**src/rtl/serial_alu_seq_if.sv**
```systemverilog
`default_nettype none
// ============================================================================
// Module   : serial_alu_seq_if
// Purpose  : Request/response bundle between an operand source and serial_alu_seq.
// Revision : 1.0 - initial release
// ============================================================================
interface serial_alu_seq_if #(
  parameter int WIDTH = 16
);
  logic             start;
  logic [2:0]       op;
  logic [WIDTH-1:0] a;
  logic [WIDTH-1:0] b;
  logic             busy;
  logic             done;
  logic [WIDTH-1:0] result;
  logic             cout;
  logic             overflow;
  logic             zero;
  logic             err;

  modport master (
    output start, op, a, b,
    input  busy, done, result, cout, overflow, zero, err
  );

  modport slave (
    input  start, op, a, b,
    output busy, done, result, cout, overflow, zero, err
  );
endinterface
`default_nettype wire

```
**src/rtl/serial_alu_seq.sv**
```systemverilog
`default_nettype none
// ============================================================================
// Module   : serial_alu_seq
// Purpose  : Digit-serial ADD/SUB/AND/OR/XOR unit, DIGIT bits per cycle with
//            start/busy/done handshake. Optional macro ALU_SAT_EN enables
//            signed saturation of overflowing ADD/SUB results.
// Revision : 1.0 - initial release
// ============================================================================
module serial_alu_seq #(
  parameter int WIDTH = 16,
  parameter int DIGIT = 4
) (
  input  logic              clk,
  input  logic              rst,
  serial_alu_seq_if.slave   bus
);

  localparam int c_ndig = WIDTH / DIGIT;
  localparam int c_cw   = (c_ndig > 1) ? $clog2(c_ndig) : 1;
  localparam logic [c_cw-1:0] c_last = c_cw'(c_ndig - 1);

  localparam logic [2:0] c_op_add = 3'b000;
  localparam logic [2:0] c_op_sub = 3'b001;
  localparam logic [2:0] c_op_and = 3'b010;
  localparam logic [2:0] c_op_or  = 3'b011;
  localparam logic [2:0] c_op_xor = 3'b100;

`ifdef ALU_SAT_EN
  localparam logic [WIDTH-1:0] c_sat_neg = WIDTH'(1) << (WIDTH - 1);
  localparam logic [WIDTH-1:0] c_sat_pos = ~c_sat_neg;
`endif

  if ((DIGIT < 1) || (DIGIT > WIDTH) || ((WIDTH % DIGIT) != 0)) begin : g_bad_cfg
    $error("serial_alu_seq: WIDTH must be a positive multiple of DIGIT");
  end

  typedef enum logic [1:0] {
    S_IDLE = 2'd0,
    S_RUN  = 2'd1,
    S_DONE = 2'd2
  } state_t;

  state_t           r_state;
  state_t           w_next;
  logic [WIDTH-1:0] r_a;
  logic [WIDTH-1:0] r_b;
  logic [WIDTH-1:0] r_acc;
  logic [WIDTH-1:0] r_result;
  logic [2:0]       r_op;
  logic             r_carry;
  logic [c_cw-1:0]  r_cnt;
  logic             r_cout;
  logic             r_ovf;
  logic             r_zero;
  logic             r_err;

  logic [DIGIT-1:0] w_bd;
  logic [DIGIT-1:0] w_sum;
  logic [DIGIT-1:0] w_digit;
  logic [WIDTH-1:0] w_acc_next;
  logic [WIDTH-1:0] w_final;
  logic             w_cin_msb;
  logic             w_cout_dig;
  logic             w_ovf;
  logic             w_arith;
  logic             w_reserved;
  logic             w_last;

  assign w_arith    = (r_op == c_op_add) || (r_op == c_op_sub);
  assign w_reserved = (r_op > c_op_xor);
  assign w_last     = (r_cnt == c_last);

  always_ff @(posedge clk or posedge rst) begin
    if (rst) begin
      r_state <= S_IDLE;
    end else begin
      r_state <= w_next;
    end
  end

  always_comb begin
    w_next = r_state;
    case (r_state)
      S_IDLE:  if (bus.start) w_next = S_RUN;
      S_RUN:   if (w_last) w_next = S_DONE;
      S_DONE:  w_next = S_IDLE;
      default: w_next = S_IDLE;
    endcase
  end

  // Ripple across one digit; the carry entering the digit's top bit is kept
  // because on the final digit it is the carry into the word MSB.
  always_comb begin : p_digit
    logic v_rc;
    w_bd       = (r_op == c_op_sub) ? ~r_b[DIGIT-1:0] : r_b[DIGIT-1:0];
    w_sum      = '0;
    w_cin_msb  = r_carry;
    v_rc       = r_carry;
    for (int i = 0; i < DIGIT; i++) begin
      w_sum[i] = r_a[i] ^ w_bd[i] ^ v_rc;
      if (i == DIGIT - 1) w_cin_msb = v_rc;
      v_rc = (r_a[i] & w_bd[i]) | (v_rc & (r_a[i] ^ w_bd[i]));
    end
    w_cout_dig = v_rc;
    w_ovf      = w_cin_msb ^ w_cout_dig;
    case (r_op)
      c_op_add, c_op_sub: w_digit = w_sum;
      c_op_and:           w_digit = r_a[DIGIT-1:0] & r_b[DIGIT-1:0];
      c_op_or:            w_digit = r_a[DIGIT-1:0] | r_b[DIGIT-1:0];
      c_op_xor:           w_digit = r_a[DIGIT-1:0] ^ r_b[DIGIT-1:0];
      default:            w_digit = '0;
    endcase
  end

  // New digit enters at the top; after the last digit the word is in order.
  assign w_acc_next = WIDTH'({w_digit, r_acc} >> DIGIT);

  always_comb begin
    w_final = w_acc_next;
`ifdef ALU_SAT_EN
    if (w_arith && w_ovf) begin
      w_final = w_cin_msb ? c_sat_pos : c_sat_neg;
    end
`endif
  end

  always_ff @(posedge clk or posedge rst) begin
    if (rst) begin
      r_a      <= '0;
      r_b      <= '0;
      r_acc    <= '0;
      r_op     <= '0;
      r_carry  <= 1'b0;
      r_cnt    <= '0;
      r_result <= '0;
      r_cout   <= 1'b0;
      r_ovf    <= 1'b0;
      r_zero   <= 1'b1;
      r_err    <= 1'b0;
    end else begin
      case (r_state)
        S_IDLE: begin
          if (bus.start) begin
            r_a     <= bus.a;
            r_b     <= bus.b;
            r_op    <= bus.op;
            r_carry <= (bus.op == c_op_sub);
            r_cnt   <= '0;
            r_acc   <= '0;
          end
        end
        S_RUN: begin
          r_acc   <= w_acc_next;
          r_a     <= r_a >> DIGIT;
          r_b     <= r_b >> DIGIT;
          r_carry <= w_cout_dig;
          r_cnt   <= r_cnt + c_cw'(1);
          if (w_last) begin
            r_result <= w_final;
            r_cout   <= w_arith & w_cout_dig;
            r_ovf    <= w_arith & w_ovf;
            r_zero   <= (w_final == '0);
            r_err    <= w_reserved;
          end
        end
        default: ;
      endcase
    end
  end

  assign bus.busy     = (r_state != S_IDLE);
  assign bus.done     = (r_state == S_DONE);
  assign bus.result   = r_result;
  assign bus.cout     = r_cout;
  assign bus.overflow = r_ovf;
  assign bus.zero     = r_zero;
  assign bus.err      = r_err;

endmodule
`default_nettype wire

```
**src/flat_wrapper.sv**
```systemverilog
// flat-port wrapper written by rule: the top's interface ports become plain ports
module serial_alu_seq_flat 
#(
  parameter int WIDTH = 16,
  parameter int DIGIT = 4
)
  (clk, rst, bus_start, bus_op, bus_a, bus_b, bus_busy, bus_done, bus_result, bus_cout, bus_overflow, bus_zero, bus_err);
  serial_alu_seq_if #(.WIDTH(WIDTH)) bus_i ();
  input  logic clk;
  input  logic rst;
  input wire logic [$bits(bus_i.start)-1:0] bus_start;
  input wire logic [$bits(bus_i.op)-1:0] bus_op;
  input wire logic [$bits(bus_i.a)-1:0] bus_a;
  input wire logic [$bits(bus_i.b)-1:0] bus_b;
  output wire logic [$bits(bus_i.busy)-1:0] bus_busy;
  output wire logic [$bits(bus_i.done)-1:0] bus_done;
  output wire logic [$bits(bus_i.result)-1:0] bus_result;
  output wire logic [$bits(bus_i.cout)-1:0] bus_cout;
  output wire logic [$bits(bus_i.overflow)-1:0] bus_overflow;
  output wire logic [$bits(bus_i.zero)-1:0] bus_zero;
  output wire logic [$bits(bus_i.err)-1:0] bus_err;
  assign bus_i.start = bus_start;
  assign bus_i.op = bus_op;
  assign bus_i.a = bus_a;
  assign bus_i.b = bus_b;
  assign bus_busy = bus_i.busy;
  assign bus_done = bus_i.done;
  assign bus_result = bus_i.result;
  assign bus_cout = bus_i.cout;
  assign bus_overflow = bus_i.overflow;
  assign bus_zero = bus_i.zero;
  assign bus_err = bus_i.err;
  serial_alu_seq #(.WIDTH(WIDTH), .DIGIT(DIGIT)) u_core (.clk(clk), .rst(rst), .bus(bus_i));
endmodule
```
**config.mk**
```make
export PLATFORM = sky130hd
export DESIGN_NAME = serial_alu_seq_flat
export DESIGN_NICKNAME = d
export VERILOG_FILES = /design/src/rtl/serial_alu_seq_if.sv /design/src/rtl/serial_alu_seq.sv /design/src/flat_wrapper.sv
export SDC_FILE = /design/constraint.sdc
export NUM_CORES = 1
export LEC_CHECK = 0
export ABC_CLOCK_PERIOD_IN_PS = 6100
export CAP_MARGIN = 0
export CORE_MARGIN = 8
export CORE_UTILIZATION = 25
export CTS_CLUSTER_SIZE = 8
export DETAILED_ROUTE_END_ITERATION = 7
export PLACE_DENSITY = 0.55
export SLEW_MARGIN = 20
export SYNTH_ARGS = -nofsm -noshare
export SYNTH_HDL_FRONTEND = slang
export SYNTH_SLANG_ARGS = --single-unit
```
**constraint.sdc**
```tcl
create_clock -name clk -period 6.1 [get_ports clk]
set_input_delay 1.22 -clock clk [delete_from_list [all_inputs] [get_ports clk]]
set_output_delay 1.22 -clock clk [all_outputs]
set_load 0.02 [all_outputs]
```
---- Word level (Yosys, flattened, before mapping) ----
Cells that the tools add are included.
Widths: inputs -> output; s select.
cells by class
  magnitude comparators ................... 1
  multiplexer cells ....................... 15
  bitwise gates (word level) .............. 27
  reduce and logical (&&, ||, !) cells .... 11
  equal/unequal tests ..................... 10
  add/subtract/negate cells ............... 1
operator list
  operator             number
  $pmux 16 s2          3
  $mux 16              3
  $logic_not 16->1     1
  $pmux 4 s4           1
  $and 1x1->1          10
  $xor 1x1->1          9
  $pmux 2 s2           2
  $reduce_and 2->1     4
  $eq 3x1->1 const B   2
  $eq 3x2->1 const B   2
  $mux 2               3
  $and 4x4->4          1
  $eq 2x2->1 const B   2
  $mux 4               1
  $not 4->4            1
  $or 1x1->1           4
  $or 4x4->4           1
  $reduce_bool 2->1    2
  $xor 4x4->4          1
  $eq 3x3->1 const B   1
  $gt 3x3->1 const B   1
  $logic_not 3->1      1
  $add 2x1->2 const B  1
  $eq 2x1->1 const B   1
  other kinds (7)      7
word-level totals
  register bits after elaboration ......... 76
  output and inout port bits .............. 22
  word-level logic and storage cells ...... 77
  input bits .............................. 38

---- Logic depth before layout (Yosys ltp) ----
  word-level depth ........................ 13
  mapped depth ............................ 14
  depth with buffers taken out ............ 12

---- Worst setup path before layout ----
Ideal clock, no wire load.
  kind .................................... reg-to-reg
  from .................................... register u_core.r_op[2]
  to ...................................... register u_core.r_zero, in the netlist u_core.bus.zero
  cell stages (with the launch flop) ...... 15
  period minus slack after synthesis ...... 3332 ps
  setup slack ............................. 2768 ps
  data required time ...................... 6038 ps
  data arrival time ....................... 3270 ps
  path buffers ............................ 2
  setup time .............................. 62 ps
  cell sequence ........................... dfrtp_1 -> buf_2 -> nor2_1 -> and2_1 -> clkbuf_2 -> xnor2_1 -> fa_1 -> inv_1 -> fa_1 -> fa_1 -> inv_1 -> fa_1 -> a32o_1 -> nor3b_2 -> a41o_1
between the ends
  cells in the longest elaborated chain, start to end .. 12
  elaborated cells between the ends (all ways) .. 26
  those cells by class .................... eq/ne (4); mux (2); bitwise (17); reduce/logical (3)
RTL lines
  item                    RTL line                                      RTL
  start, declared         serial_alu_seq.sv:49                          logic [2:0] r_op;
  start signal, assigned  serial_alu_seq.sv:146                         r_op <= bus.op;
  $eq 3x1->1              serial_alu_seq.sv:95, serial_alu_seq.sv:106
  $mux 4                  serial_alu_seq.sv:95                          w_bd = (r_op == c_op_sub) ? ~r_b[DIGIT-1:0] : r_b[DIGIT-1:0];
  $xor 1x1->1             serial_alu_seq.sv:100, serial_alu_seq.sv:102
  $and 1x1->1             serial_alu_seq.sv:102                         v_rc = (r_a[i] & w_bd[i]) | (v_rc & (r_a[i] ^ w_bd[i]));
  $or 1x1->1              serial_alu_seq.sv:102
  $and 1x1->1             serial_alu_seq.sv:102
  $or 1x1->1              serial_alu_seq.sv:102
  $and 1x1->1             serial_alu_seq.sv:102
  $or 1x1->1              serial_alu_seq.sv:102
  $xor 1x1->1             serial_alu_seq.sv:100                         w_sum[i] = r_a[i] ^ w_bd[i] ^ v_rc;
  $pmux 4 s4 *            serial_alu_seq.sv:106                         case (r_op)
  $logic_not 16->1 *      serial_alu_seq.sv:162                         r_zero <= (w_final == '0);
  end signal, assigned    serial_alu_seq.sv:162
  end, declared           serial_alu_seq.sv:54                          logic r_zero;
Every way passes the cells marked *; elsewhere a longest branch is shown, timed or not.
A chain may end at the register's enable or synchronous reset.

---- Worst setup path after layout ----
Same ends and word-level chain as after synthesis.

==> impl_metrics.env <==
export IMPL_synth_net_count=415
export IMPL_proportion_of_synthesized_chip_area_in_sequential_cells=0.523
export IMPL_setup_worst_path_end_class="flop"
export IMPL_finalNetCount=465
export IMPL_yosys_register_bits=72
export IMPL_drive_gt1_frac=0.0931
export IMPL_overflow=0
export IMPL_fill_cells=1475
export IMPL_final_period_minus_worst_setup_slack_ns=3.56
export IMPL_net_switching_power_mw=0.987
export IMPL_area_growth_synth_to_final_pct=30.8
export IMPL_cts_htree_levels=3
export IMPL_fin_tns_setup_ns=0
export IMPL_timing_hold_worst_start="u_core.bus.result[12]"
export IMPL_irDropWorstVdd_mv=0.127
export IMPL_synth_warning_count=0
export IMPL_die_y_um=133
export IMPL_placement_io_buffers=59
export IMPL_initial_core_util=0.252
export IMPL_finalHoldViolCount=0
export IMPL_post_cts_buffers=0
export IMPL_rsz0062_at_grt="false"
export IMPL_postSynthCellCount=364
export IMPL_global_route_usage_total=0.0958
export IMPL_dominantRegCellSynth="dfrtp_1"
export IMPL_clock_insertion_delay_worst_skew_ns=0.33
export IMPL_placedCellCount=583
export IMPL_fmax_ghz=0.281
export IMPL_final_instance_count_excl_fill=599
export IMPL_post_synth_cell_area_avg_um2=9.47
export IMPL_capture_endpoint_of_the_worst_hold_path="u_core.bus.result[12]"
export IMPL_sequentialPowerShare=0.332
export IMPL_synth_common_cells="nand2_1 (93), dfrtp_1 (71), o21ai_0 (32), nor2_1 (30), buf_2 (19)"
export IMPL_layout_worst_path_cycle_share=0.584
export IMPL_synth_xor_area_frac=0.0127
export IMPL_synthSimpleGateAreaFrac=0.183
export IMPL_post_synth_top_count_cell="nand2_1"
export IMPL_floorplan_core_area_um2=13700
export IMPL_number_of_top_level_pins=60
export IMPL_timing_final_max_slew_violations=0
export IMPL_starting_drt_drc_count=114
export IMPL_via_count_of_the_first_global_routing_pass=2711
export IMPL_totalWireLength_um=8150
export IMPL_grt_first_pass_wirelength_um=13800
export IMPL_internal_power_mw=1.58
export IMPL_detailedRoute_firstPassIterationCount=4
export IMPL_hp_class="flop to flop"
export IMPL_netlist_area_um2=3450
export IMPL_whs_ns=0.481
export IMPL_min_path_cells=2
export IMPL_worst_setup_path_start_kind="flop"
export IMPL_worst_slew_margin_rel=0.385
export IMPL_sink_count=72
export IMPL_cts_made_buffers=9
export IMPL_synth_edf_count=0
export IMPL_setup_reg_to_reg_worst_slack_ns=2.54
export IMPL_cp_arrival_ns=3.84
export IMPL_critical_path_reg2reg_endpoint="u_core.bus.zero"
export IMPL_clock_tree_root_cell="clkbuf_16"
export IMPL_worst_ep_required_time_ns=6.37
export IMPL_synth_compound_area_frac=0.122
export IMPL_static_leakage_power_nw=1.98
export IMPL_grt_start_max_net_pins=73
export IMPL_route_detailed_wl_per_inst_um=13.6
export IMPL_ctsLongestPathBuffers=2
export IMPL_synth_top_family_by_area="simple AND/OR/NAND/NOR gates"
export IMPL_yosys_mux_area_fraction=0.0475
export IMPL_r2r_cells=12
export IMPL_grt_antenna_before_repair=0
export IMPL_criticalPathCategory="flop to flop"
export IMPL_timing_worst_slew_pin_value_ns=0.923
export IMPL_async_reset_ff_frac=1.00
export IMPL_floorplan_die_area_um2=17800
export IMPL_synth_area_top_cells="dfrtp_1 (52%), nand2_1 (10%), o21ai_0 (4.6%), ha_1 (3.3%), nor2_1 (3.3%)"
export IMPL_yosys_cell_types_count=35
export IMPL_yosysTopAreaCellShare=0.515
export IMPL_num_vias=2612
export IMPL_diodes=0
export IMPL_combPwrFrac=0.431
export IMPL_power_frac_clock=0.236
export IMPL_synth_largest_area_cell="dfrtp_1"
export IMPL_synthAdderAreaFrac=0.0559
export IMPL_clock_transition_time_at_the_flip_flop_clock_pins_of_the_worst_setup_and_hold_paths_ns=0.06
export IMPL_run_status="finished, final reports clean"
export IMPL_max_cap_viol_count=0
export IMPL_cts_tree="yes"
export IMPL_post_cts_resize_count=0
export IMPL_drtAntennaViolNets=0
export IMPL_worstPathMaxFanout=10
export IMPL_die_w_um=133
export IMPL_worst_r2r_startpoint="u_core.r_op[2]"
export IMPL_avgViaCountPerCell=4.36
export IMPL_drcViolationCount=0
export IMPL_post_dp_hpwl_um=5820
export IMPL_switching_share=0.384
export IMPL_finalSetupViolCount=0
export IMPL_fin_worst_skew_ns=0.00566
export IMPL_p_per_area_nw_per_um2=570
export IMPL_gpl_final_weighted_congestion=0.834
export IMPL_rows=43
export IMPL_cts_hold_buffers_added=0
worst max-delay path by stage:
stage                        start                to  slack, ns  cells past startpoint
detailed placement  u_core.r_op[2]   u_core.bus.zero       2.56                     12
finish              u_core.r_op[2]   u_core.bus.zero       2.54                     12
global placement    u_core.r_op[2]   u_core.bus.zero       2.66                     12
CTS                 u_core.r_op[2]   u_core.bus.zero       2.54                     12
floorplan           u_core.r_op[2]   u_core.bus.zero       2.77                     14
global route        u_core.r_op[2]  u_core.r_acc[15]       2.32                     12
through the flow:
step | total power, mW | worst slack [ns] | utilization | cell area, um2
after global placement | 1.97 | 2.66 | 0.304 | 4160
final | 2.57 | 2.54 | 0.330 | 4510
after detailed placement | 1.99 | 2.56 | 0.304 | 4160
after global routing | 2.81 | 2.32 | 0.330 | 4510
after CTS | 2.61 | 2.54 | 0.330 | 4500
after floorplan | 1.65 | 2.77 | - | 3450
layer usage:
metal	GRT usage	routed length [um]
met1	0.121	3940
met2	0.152	3760
met3	0.0233	319
met4	0.0412	127
met5	0	0
cells by family after synthesis:
kind of cell,after synthesis
AO/OA/AOI/OAI,75
XOR/XNOR,5
adder cells (fa/ha/maj),13
buffers and inverters,38
flip-flops,72
multiplexers,13
AND/OR/NAND/NOR,148
area by class of cell:
cell class	instances	area, um2	share of cell area
Timing Repair Buffer	63	621	0.138
Inverter	14	52.6	0.0117
Sequential cell	72	1800	0.400
Tap cell	180	225	0.0499
Clock buffer	11	243	0.0538
Clock inverter	5	104	0.0230
Multi-Input combinational cell	254	1460	0.324
state kept, by name (all words and copies together) (netlist names):
signal and cells:
u_core.bus.result 16, u_core.r_a 16, u_core.r_b 16, u_core.r_acc 12, u_core.r_op 3, u_core.r_cnt 2, u_core.r_state 2, u_core.bus.cout 1
u_core.bus.err 1, u_core.bus.overflow 1, u_core.bus.zero 1, u_core.r_carry 1
power groups by stage:
stage               Sequential, mW  Combinational, mW  Clock [mW]
global route                 0.886               1.28       0.643
global placement             0.853               1.12           0
floorplan                    0.867              0.785           0
CTS                          0.855               1.13       0.626
detailed placement           0.862               1.12           0
finish                       0.854               1.11       0.607
cells in the final DEF (no fill, tap or decap), types with 2 or more instances in the layout:
| cell | n |
|---|---|
| nand2_1 | 93 |
| clkbuf_16 | 9 |
| nor4_1 | 3 |
| xnor2_1 | 5 |
| clkdlybuf4s50_1 | 59 |
| dfrtp_1 | 71 |
| a32o_1 | 2 |
| nor2b_1 | 5 |
| fa_1 | 4 |
| bufinv_16 | 3 |
| a31oi_1 | 16 |
| mux2_2 | 7 |
| ha_1 | 9 |
| nor2_1 | 30 |
| nand3_1 | 6 |
| o21ai_1 | 8 |
| o21ai_0 | 32 |
| a21oi_1 | 13 |
| and2_1 | 2 |
| mux2_4 | 5 |
| buf_4 | 4 |
| inv_1 | 13 |
| nor3_1 | 2 |
| a31o_2 | 2 |
worst max-delay path, cell delays in order, from the launching register on:
cell and delay [ns]:
dfrtp_1 0.47, nor2_1 0.29, and2_1 0.32, xnor2_1 0.19, fa_1 0.21, inv_1 0.05, fa_1 0.41, fa_1 0.46
inv_1 0.09, fa_1 0.40, a32o_1 0.25, nor3b_2 0.17, a41o_1 0.18
Note: power is estimated with default switching activity, not from simulation.
